File: src/rtl/serial_sub_pkg.sv
// Shared definitions for the bit-serial subtractor.
// Holds the FSM state encodings and a constant clog2 used to size the bit counter.
package serial_sub_pkg;

    localparam logic [1:0] IDLE = 2'd0;
    localparam logic [1:0] RUN  = 2'd1;
    localparam logic [1:0] DONE = 2'd2;

    // Ceiling log2 for elaboration-time widths; returns at least 1.
    function automatic int unsigned clog2(input int unsigned v);
        int unsigned r;
        r = 1;
        for (int unsigned i = 1; i < 32; i++) begin
            if ((32'd1 << i) < v) r = i + 1;
        end
        return r;
    endfunction

endpackage

File: src/rtl/serial_subtractor_nbit_full_subtractor_1bit.sv
// One-bit full subtractor: d = a - b - b_in, with borrow out.
// Built from two half-subtraction stages and an OR of their borrows.
// Ports: a, b, b_in (inputs); d, b_out (combinational outputs).
module full_subtractor_1bit (
    input  logic a,
    input  logic b,
    input  logic b_in,
    output logic d,
    output logic b_out
);

    logic d1_c;
    logic b1_c;
    logic b2_c;

    // First half-subtraction: a - b.
    assign d1_c  = a ^ b;
    assign b1_c  = ~a & b;

    // Second half-subtraction: (a - b) - b_in.
    assign d     = d1_c ^ b_in;
    assign b2_c  = ~d1_c & b_in;

    assign b_out = b1_c | b2_c;

endmodule

File: src/rtl/serial_subtractor_nbit.sv
// Bit-serial N-bit subtractor: computes a - b LSB first, one bit per clock,
// by reusing a single full-subtractor cell with a registered borrow.
// Ports: clk, rst_n (async active-low), start, a[N-1:0], b[N-1:0] in;
//        busy, done (1-cycle pulse), d[N-1:0], b_out (final borrow) out.
// Optional: define SERIAL_SUB_OVERFLOW_EN to add output ovf, the
//        two's-complement overflow of a - b.
module serial_subtractor_nbit
    import serial_sub_pkg::*;
#(
    parameter int unsigned N = 8
) (
    input  logic         clk,
    input  logic         rst_n,
    input  logic         start,
    input  logic [N-1:0] a,
    input  logic [N-1:0] b,
    output logic         busy,
    output logic         done,
    output logic [N-1:0] d,
`ifdef SERIAL_SUB_OVERFLOW_EN
    output logic         ovf,
`endif
    output logic         b_out
);

    localparam int unsigned CNT_W = clog2(N);

    logic [1:0]       state_q;
    logic [1:0]       state_d;
    logic [N-1:0]     a_sh_q;
    logic [N-1:0]     b_sh_q;
    logic [N-1:0]     res_q;
    logic             borrow_q;
    logic [CNT_W-1:0] cnt_q;
    logic             di_c;
    logic             bnext_c;
    logic             last_c;

    full_subtractor_1bit u_fsub (
        .a     (a_sh_q[0]),
        .b     (b_sh_q[0]),
        .b_in  (borrow_q),
        .d     (di_c),
        .b_out (bnext_c)
    );

    assign last_c = (cnt_q == CNT_W'(N - 1));

    // State register.
    always_ff @(posedge clk or negedge rst_n) begin
        if (!rst_n) state_q <= IDLE;
        else        state_q <= state_d;
    end

    // Next-state logic.
    always_comb begin
        state_d = state_q;
        case (state_q)
            IDLE:    if (start)  state_d = RUN;
            RUN:     if (last_c) state_d = DONE;
            DONE:                state_d = IDLE;
            default:             state_d = IDLE;
        endcase
    end

    // Operand shift registers, result accumulator, borrow and bit counter.
    always_ff @(posedge clk or negedge rst_n) begin
        if (!rst_n) begin
            a_sh_q   <= '0;
            b_sh_q   <= '0;
            res_q    <= '0;
            borrow_q <= 1'b0;
            cnt_q    <= '0;
        end else if (state_q == IDLE && start) begin
            a_sh_q   <= a;
            b_sh_q   <= b;
            borrow_q <= 1'b0;
            cnt_q    <= '0;
        end else if (state_q == RUN) begin
            res_q    <= {di_c, res_q[N-1:1]};
            a_sh_q   <= a_sh_q >> 1;
            b_sh_q   <= b_sh_q >> 1;
            borrow_q <= bnext_c;
            // Hold at N-1 so the counter never wraps on the last bit.
            if (!last_c) cnt_q <= cnt_q + CNT_W'(1);
        end
    end

    // Registered handshake and result outputs; they follow state_q by one cycle.
    always_ff @(posedge clk or negedge rst_n) begin
        if (!rst_n) begin
            busy  <= 1'b0;
            done  <= 1'b0;
            d     <= '0;
            b_out <= 1'b0;
        end else begin
            busy <= (state_q == RUN);
            done <= (state_q == DONE);
            if (state_q == DONE) begin
                d     <= res_q;
                b_out <= borrow_q;
            end
        end
    end

`ifdef SERIAL_SUB_OVERFLOW_EN
    logic a_msb_q;
    logic b_msb_q;

    // Operand sign bits are kept because the shift registers lose them.
    always_ff @(posedge clk or negedge rst_n) begin
        if (!rst_n) begin
            a_msb_q <= 1'b0;
            b_msb_q <= 1'b0;
            ovf     <= 1'b0;
        end else begin
            if (state_q == IDLE && start) begin
                a_msb_q <= a[N-1];
                b_msb_q <= b[N-1];
            end
            if (state_q == DONE) begin
                ovf <= (a_msb_q != b_msb_q) && (res_q[N-1] != a_msb_q);
            end
        end
    end
`endif

endmodule

File: config.mk
export PLATFORM = sky130hd
export DESIGN_NAME = serial_subtractor_nbit
export DESIGN_NICKNAME = d
export VERILOG_FILES = /design/src/rtl/serial_sub_pkg.sv /design/src/rtl/serial_subtractor_nbit_full_subtractor_1bit.sv /design/src/rtl/serial_subtractor_nbit.sv
export SDC_FILE = /design/constraint.sdc
export NUM_CORES = 1
export LEC_CHECK = 0
export ABC_AREA = 1
export CORE_ASPECT_RATIO = 1.2
export CORE_UTILIZATION = 55
export CTS_BUF_LIST = sky130_fd_sc_hd__clkbuf_2 sky130_fd_sc_hd__clkbuf_4 sky130_fd_sc_hd__clkbuf_8
export DETAILED_ROUTE_END_ITERATION = 16
export PLACE_DENSITY = 0.82
export SYNTH_ARGS = -nofsm -noshare
export SYNTH_HDL_FRONTEND = slang
export SYNTH_SLANG_ARGS = --single-unit
export TNS_END_PERCENT = 30
File: constraint.sdc
create_clock -name clk -period 1.6 [get_ports clk]
set_input_delay 0.32 -clock clk [delete_from_list [all_inputs] [get_ports clk]]
set_output_delay 0.32 -clock clk [all_outputs]
set_load 0.05 [all_outputs]
# After elaboration in Yosys (flattened, before gate mapping)
# Index checks and enable logic that the tools add are counted.
# word_totals
output_inout_bits,11
regBits,41
elab_cells,43
input_bits,19
# op_classes
n_mux,12
eq_ne,6
add_sub_neg,1
n_bitwise,8
n_reduce_logical,6
# op_table
op,count
$mux 8,4
$mux 3,3
$reduce_and 2->1,3
$mux 2,2
$ne 2x2->1 const B,2
$pmux 2 s2,1
$add 3x1->3 const B,1
$eq 3x3->1 const B,1
$not 1->1,3
$and 1x1->1,2
$eq 2x1->1 const B,1
$eq 2x2->1 const B,1
$logic_not 2->1,1
$mux 1,2
$ne 2x1->1 const B,1
$reduce_bool 2->1,1
$xor 1x1->1,2
$logic_and 1x1->1,1
$or 1x1->1,1

# Depth between registers and ports, before layout
# Gate-level depths: netlist of the first run.
# logic_depth
word_depth,6
ltp_mapped,7
ltp_nobuf,7

# Modules after synthesis
# Synthesis of the first run repeated with hierarchy kept, for this count alone.
# hier_totals
cells_unflattened,222
hier_area_um2,1860.5
# by_module_without_submodules
module,n_inst,seq_area_each_um2,cells_per_inst,area_per_inst_um2
serial_subtractor_nbit,1,1026.0,218,1829.3
full_subtractor_1bit,1,0.0,4,31.3

# Worst setup path before layout of the first run
# No wires, ideal clock.
# synth_path
path_type,register -> register
startpoint,register cnt_q[0]
endpoint,register cnt_q[0]
setup_slack_ns,0.419
setup_ns,0.118
arrival_time_ns,1.063
stages_incl_launch_ff,7
t_required_ns,1.482
path_buffers,0
synth_period_minus_slack_ns,1.181
cell_sequence,dfrtp_1 ha_1 ha_1 inv_1 nand3_1 nand3_1 nand2_1
# synth_between
elab_chain_cells,4
word_cells_on_any_way,7
cone_classes,1 x add/sub; 2 x eq/ne; 3 x mux; 1 x reduce/logical
# synth_lines
item,line,text
"start, declared",serial_subtractor_nbit.sv:34,logic [CNT_W-1:0] cnt_q;
"start signal, assigned",serial_subtractor_nbit.sv:85,if (!last_c) cnt_q <= cnt_q + CNT_W'(1);
$add 3x1->3,serial_subtractor_nbit.sv:85,
$mux 3,serial_subtractor_nbit.sv:85,
$mux 3,serial_subtractor_nbit.sv:79,end else if (state_q == RUN) begin
$mux 3,serial_subtractor_nbit.sv:74,end else if (state_q == IDLE && start) begin
# Several ways; a longest one is shown, not always the timed one. The select of a mux whose other input is x is not followed.
# A chain may end at the register's enable or synchronous reset.

# Worst setup path in the final report of the first run
# layout_path
startpoint,register state_q[0]
endpoint,register b_sh_q[4]
# layout_between
elab_chain_cells,3
word_cells_on_any_way,5
cone_classes,1 x eq/ne; 1 x mux; 3 x reduce/logical
# layout_lines
item,line,text
"start, declared",serial_subtractor_nbit.sv:28,logic [1:0] state_q;
"start signal, assigned",serial_subtractor_nbit.sv:52,else state_q <= state_d;
$logic_not 2->1,serial_subtractor_nbit.sv:74,
$logic_and 1x1->1,serial_subtractor_nbit.sv:74,
$mux 8 or $reduce_bool 2->1 (tied branches),-,
"end signal, assigned",serial_subtractor_nbit.sv:82,b_sh_q <= b_sh_q >> 1;
"end, declared",serial_subtractor_nbit.sv:31,logic [N-1:0] b_sh_q;
# Several ways; a longest one is shown, not always the timed one.

==> results of run 1 <==
## per-stage QoR
stage | total power (uW) | setup WS (ps)
2_1_floorplan | 3092 | 419.4
3_3_place_gp | 3458 | 130.5
3_5_place_dp | 3519 | 104.0
4_1_cts | 4240 | 235.5
5_1_grt | 4551 | 145.7
6_report | 4224 | 237.1
## per-layer routing
metal  GRT usage (%)  part of all wire (%)  up-vias
li1                -                     -      752
met1           25.27                    44      670
met2           38.86                    49       48
met3           6.207                   4.4        5
met4           9.375                   1.6        0
met5               0                     0        -
## worst max-delay path by stage
stage / slack [ps] / endpoint
6_report: 240 / b_sh_q[4]$_DFFE_PN0P_
5_1_grt: 150 / b_sh_q[7]$_DFFE_PN0P_
4_1_cts: 240 / b_sh_q[4]$_DFFE_PN0P_
3_5_place_dp: 100 / cnt_q[0]$_DFFE_PN0P_
3_3_place_gp: 130 / b_sh_q[2]$_DFFE_PN0P_
2_1_floorplan: 420 / cnt_q[0]$_DFFE_PN0P_
## placed cells by master, fill, tap and decap left out, drive strengths merged
master / n
nand2: 87
dfrtp: 41
nand3: 34
inv: 25
buf: 19
clkdlybuf4s50: 17
o21ai: 16
clkbuf: 7
ha: 2
nor2: 2
nand3b: 1
fa: 1
bufinv: 1
dlygate4sd3: 1
## layout make-up
class | instances | area share, %
flip-flops and latches | 41 | 45.40
multi-input cells | 143 | 29.79
repair buffers | 37 | 14.73
inverters | 25 | 4.153
clock buffers | 7 | 2.602
well taps | 36 | 1.993
clock inverters | 1 | 1.329
## where the power goes
part / switching [uW] / internal, uW
clock: 330 / 390
combinational: 1150 / 605
sequential: 276 / 1470
total: 1760 / 2470
## kinds of logic after synthesis
kind of cell,count (synthesis),share of synthesized area [%]
buffers and inverters,35,8.920
and+or+nand+nor,124,28.77
adders and majority gates,3,2.414
DFF,41,55.00
AOI/OAI and AO/OA,16,4.896
## sequential cells by signal (all words and copies together) (netlist names)
| name | cells |
|---|---|
| a_sh_q | 8 |
| state_q | 2 |
| d | 8 |
| borrow_q | 1 |
| b_sh_q | 8 |
| done | 1 |
| res_q | 8 |
| cnt_q | 3 |
| b_out | 1 |
| busy | 1 |
==> reports/metrics.yaml, run 1 <==
status: "finished, final reports clean"
post-route-util_pct: 72.01
path_cells: "buf_4, o21ai_4, nand2_1, nand2_1"
crit_family: "flip-flops"
drv_slew: 0
fin_skew_ps: 9.824
crit_path_start: "state_q[0]$_DFFE_PN0P_"
io_pins: 30
multiInputGateArea_um2: 673.1
ctsRootBufferMaster: "clkbuf_4"
rows: 22
setup-tns-final_ps: 0
worstSetupStartpointType: "register"
totalWireLength_um: 3359
clock_latency_ps: 350
place_congestion: 0.7691
worstSetupPathType: "register to register"
routed_via_density: 5.086
ys_seq_area_share_pct: 55.00
syn-num-nets: 241
p_leak_uw: 0.001217
drive_gt1_share_pct: 13.39
synthTopCellsByCount: "nand2_1 (84), dfrtp_1 (41), nand3_1 (34), inv_1 (23), o21ai_1 (8)"
die-width_um: 55.17
grt_max_degree: 26
vdd_drop_max_mv: 1.415
synth_most_common_cell: "nand2_1"
ys_ff_latch: 41
cp-end-kind: "register"
hold_slack_ps: 411.8
dp_cells: 281
synth_edf_count: 0
fillers: 254
power_density_nw_per_um2: 1869
finalCriticalPeriod_ps: 1363
clock_path_buffers: 2
hold_violations: 0
slew_headroom_pct: 71.86
die-area_um2: 3630
postRouteAntennaNets: 0
overflow: 0
min_period_over_period_pct: 85.18
cts-buffers-inserted: 5
fmax_ghz: 0.7337
slowest_stage: "dfrtp_1"
netlist.top_cell.by_area: "dfrtp_1"
grt_antenna_before_repair: 0
die_y_um: 65.80
crit_required_ps: 1890
r2r_start: "state_q[0]$_DFFE_PN0P_"
r2r-end: "b_sh_q[4]$_DFFE_PN0P_"
ctsHoldBuffers: 1
post_drt_wl_per_cell_um: 11.58
synthTopCellsByArea: "dfrtp_1 (55%), nand2_1 (17%), nand3_1 (9.1%), inv_1 (4.6%), o21ai_1 (2.1%)"
yosys_warnings: 0
core_um2: 3138
critPathMostFrequentCell: "nand2_1"
synth.avg_cell_area_um2: 8.518
start_util_pct: 59.45
grt_pass1_wl_um: 5768
synthCells: 219
placed_area_um2: 2161
cts.clk_slew.worst_paths_ps: 120
cpPeakStageDelay_ps: 500
fin_nets: 275
syn_area_um2: 1866
rsz0062_at_grt: "false"
place_hpwl_um: 2378
cp.depth: 4
report.final.setup_viol: 0
dominantRegCellSynth: "dfrtp_1"
grt.total_usage_pct: 22.58
cts.sinks: 41
synth.distinct_cells: 18
path_buf_inv: 1
drv_cap: 0
synth_top_area_share_pct: 55.00
grt_pass1_vias: 1397
register_area_um2: 1026
drt_first_iter_violations: 32
syn_to_final_growth_pct: 21.13
final_cell_count_no_fill: 290
cts_setup_buffers: 0
numPortBuffers: 29
ys_async_sr_fraction_pct: 100.0
rrSetupSlack_ps: 240
n_antenna_cell: 0
crit_fanout: 17
tightest_slew_ps: 420.5
drc: 0
via_count: 1475
stdcell_area_um2: 2260
cts_max_level: 2
cts_tree: "built"
cp.arrival_ps: 1650
reg2regPathDepth: 4
min_path_type: "input pin to async pin"
dr.pass1.iters: 4
cts_resized: 0
Power figures use the tool's default switching activity.
==> run 2: changes to the inputs <==
--- a/config.mk
+++ b/config.mk
@@ -5,12 +5,12 @@
 export SDC_FILE = /design/constraint.sdc
 export NUM_CORES = 1
 export LEC_CHECK = 0
-export ABC_AREA = 1
+export ABC_AREA = 0
 export CORE_ASPECT_RATIO = 1.2
-export CORE_UTILIZATION = 55
+export CORE_UTILIZATION = 54
 export CTS_BUF_LIST = sky130_fd_sc_hd__clkbuf_2 sky130_fd_sc_hd__clkbuf_4 sky130_fd_sc_hd__clkbuf_8
 export DETAILED_ROUTE_END_ITERATION = 16
-export PLACE_DENSITY = 0.82
+export PLACE_DENSITY = 0.81
 export SYNTH_ARGS = -nofsm -noshare
 export SYNTH_HDL_FRONTEND = slang
 export SYNTH_SLANG_ARGS = --single-unit
==> constraint.sdc (replaced) <==
create_clock -name clk -period 1.3 [get_ports clk]
set_input_delay 0.26 -clock clk [delete_from_list [all_inputs] [get_ports clk]]
set_output_delay 0.26 -clock clk [all_outputs]
set_load 0.05 [all_outputs]
==> run 2 against run 1 <==
  * The flow now finishes with violations (negative setup slack)
  * Count of clock-buffer cells in the layout is 2 lower
  * Worst setup slack worse by 290 ps
  * Sequential power grew 31%
  * Utilization grew 12 points
  * First-iteration DRC count is 13% lower
  * Highest routed layer unchanged
==> reports/metrics.yaml, run 2 <==
worstSetupStartpointType: "register"
rsz0062_at_grt: "true"
cts_max_level: 2  # unchanged
rrSetupSlack_ps: -60  # -290 ps
p_comb_share_pct: 55.8  # +14 points
netlist.top_cell.by_area: "dfrtp_1"
drv_cap: 0  # unchanged
totalWireLength_um: 3827  # +14%
die-width_um: 54.91  # -0.46%
synth_edf_count: 0  # unchanged
hold_slack_ps: 365.4  # -46.35 ps
slowest_stage: "or4b_4"
cts.clk_slew.worst_paths_ps: 110  # about the same
die-area_um2: 3596  # -0.92%
routed_via_density: 5.894  # +16%
power_density_nw_per_um2: 2438  # +30%
cts.sinks: 41  # unchanged
report.final.setup_viol: 21  # +21
clock_latency_ps: 340  # about the same
via_count: 1285  # -13%
synth.distinct_cells: 31  # +13
ys_seq_area_share_pct: 56.55  # +1.6 points
min_period_over_period_pct: 104.3  # +19 points
dp_cells: 205  # -27%
start_util_pct: 57.81  # -1.6 points
final_common_cell: "dfrtp_1"
dr.pass1.iters: 4  # unchanged
place_congestion: 0.8018  # +4.3%
p_leak_uw: 0.001157  # -4.9%
final_cell_count_no_fill: 218  # -25%
fillers: 167  # -34%
status: "finished, violations left"
grt_pass1_wl_um: 5485  # -4.9%
ctsRootBufferMaster: "clkbuf_4"
fin_skew_ps: 4.385  # -5.439 ps
layout_common_cells: "dfrtp_1 (40), clkdlybuf4s50_1 (16), mux2_2 (14), buf_4 (14), inv_1 (13)"
tightest_slew_ps: 392.2  # -28.29 ps
crit_required_ps: 1530  # -360 ps
synthCells: 137  # -37%
fmax_ghz: 0.7376  # +0.53%
synth_top_area_share_pct: 56.55  # +1.6 points
r2r-end: "b_sh_q[2]$_DFFE_PN0P_"
drc: 0  # unchanged
drive_gt1_share_pct: 47.80  # +34 points
fin_nets: 205  # -25%
drt_first_iter_violations: 28  # -13%
internal_power_uw: 4009  # +63%
yosys_warnings: 0  # unchanged
r2r_start: "state_q[1]$_DFFE_PN0P_"
place_hpwl_um: 2487  # +4.6%
syn_to_final_growth_pct: 45.31
dominantRegCellSynth: "dfrtp_1"
swShare_pct: 37.62  # -4.0 points
synth.avg_cell_area_um2: 13.24  # +55%
finalCriticalPeriod_ps: 1356  # -7.183 ps
crit_fanout: 7  # -10
cp-endpoint: "b_sh_q[2]$_DFFE_PN0P_"
grt_pass1_vias: 1221  # -13%
worstSetupPathType: "register to register"
syn-num-nets: 159  # -34%
slew_headroom_pct: 73.85  # +2.0 points
die_y_um: 65.50  # -0.46%
seqPwrFrac_pct: 35.6  # -5.8 points
synthTopCellsByArea: "dfrtp_1 (57%), mux2_2 (8.7%), o221a_2 (4.3%), or4b_1 (3.9%), a221oi_1 (3.4%)"
cp-end-kind: "register"
grt.total_usage_pct: 21.77  # -0.81 points
hold_violations: 0  # unchanged
synthTopCellsByCount: "dfrtp_1 (41), mux2_2 (14), inv_1 (13)"
n_antenna_cell: 0  # unchanged
pwr-share-clk_pct: 8.7  # -8.4 points
vdd_drop_max_mv: 1.676  # +18%
overflow: 0  # unchanged
power_switching_uw: 2418  # +38%
clock_path_buffers: 2  # unchanged
p_total_uw: 6427  # +52%
rows: 22  # unchanged
cp.arrival_ps: 1590  # -60 ps
fin_ws_ps: -55.71  # -292.8 ps
io_pins: 30  # unchanged
syn_area_um2: 1814  # -2.7%
cts-buffers-inserted: 5  # unchanged
grt_antenna_before_repair: 0  # unchanged
core_um2: 3138  # unchanged
synth_most_common_cell: "dfrtp_1"
cpPeakStageDelay_ps: 510  # about the same
ys_ff_latch: 41  # unchanged
drv_slew: 0  # unchanged
ys_async_sr_fraction_pct: 100.0  # unchanged
grt_max_degree: 27  # +3.8%
path_cells: "buf_6, or4b_4, o221a_4"
reg2regPathDepth: 3  # -1
postRouteAntennaNets: 0  # unchanged
violations: "negative setup slack"
numPortBuffers: 29  # unchanged
cts_tree: "built"
crit_path_start: "state_q[1]$_DFFE_PN0P_"
post_drt_wl_per_cell_um: 17.56  # +52%
min_path_type: "input pin to async pin"
-- run 2: power groups by stage --
stage	clock network [uW]	registers, uW	logic (uW)
4_1_cts	574	2260	2900
3_5_place_dp	0	2290	2830
3_3_place_gp	0	2240	2710
6_report	558	2290	3580
2_1_floorplan	0	2510	1510
5_1_grt	624	2360	3820
-- run 2: cell families (layout without fill, tap and decap cells) --
group / Yosys count / in the layout / synth area share (%)
compound gates: 23 / 23 / 12.07
fa+ha+maj: 3 / 3 / 2.483
buf+inv: 25 / 70 / 6.414
flops: 41 / 41 / 56.55
mux: 17 / 17 / 10.48
simple gates: 28 / 28 / 12.00
-- run 2: final cells by class --
type	count	area [um2]	share of cell area, %
sequential	41	1027	38.97
timing repair buffer	50	585.6	22.21
tap	36	45.04	1.709
clock buffer	5	37.54	1.424
inverter	14	52.55	1.993
clock inverter	1	5.005	0.1898
multi-input combinational	71	883.3	33.51
-- run 2: what timing repair did --
action                                 4_1_cts  5_1_grt
hold buffers                                 1        0
endpoints found under the hold margin       15        0
pin swaps                                    3        8
resized for setup                            7       36
setup buffers                                0        6
setup endpoints to repair                   33       31
gates cloned                                 0        0
-- run 2: how the worst min path moves through the flow --
stage,end,slack (ps)
after floorplan,a_sh_q[0]$_DFFE_PN0P_,-40
after global routing,b_sh_q[4]$_DFFE_PN0P_,380
after detailed placement,b_sh_q[4]$_DFFE_PN0P_,200
after global placement,b_sh_q[3]$_DFFE_PN0P_,190
final,cnt_q[1]$_DFFE_PN0P_,370
after CTS,b_sh_q[7]$_DFFE_PN0P_,360
-- run 2: per-stage QoR --
stage | setup WS (ps) | area (um2) | setup TNS [ps] | util [%]
floorplan | 26.62 | 1814 | 0 | -
global placement | -322.1 | 2308 | -5527 | 73.56
detailed placement | -389.7 | 2308 | -6707 | 73.56
CTS | -47.22 | 2381 | -275.3 | 75.88
global route | -76.57 | 2636 | -1296 | 84.01
finish | -55.71 | 2636 | -508.6 | 84.01
-- run 2: worst max-delay path: cells and delay by family, from the launching register on --
| kind | cells | cell delay [ps] |
|---|---|---|
| and+or+nand+nor | 1 | 510 |
| buffers and inverters | 1 | 150 |
| DFF | 1 | 470 |
| AOI/OAI and AO/OA | 1 | 120 |
-- run 2: metal layers --
| layer | up-vias | track usage (%) | part of all wire, % |
|---|---|---|---|
| met5 | - | 0 | 0 |
| met4 | 0 | 9.375 | 1.9 |
| met3 | 7 | 6.250 | 2.8 |
| met2 | 33 | 34.64 | 55 |
| met1 | 642 | 26.84 | 40 |
| li1 | 603 | - | - |
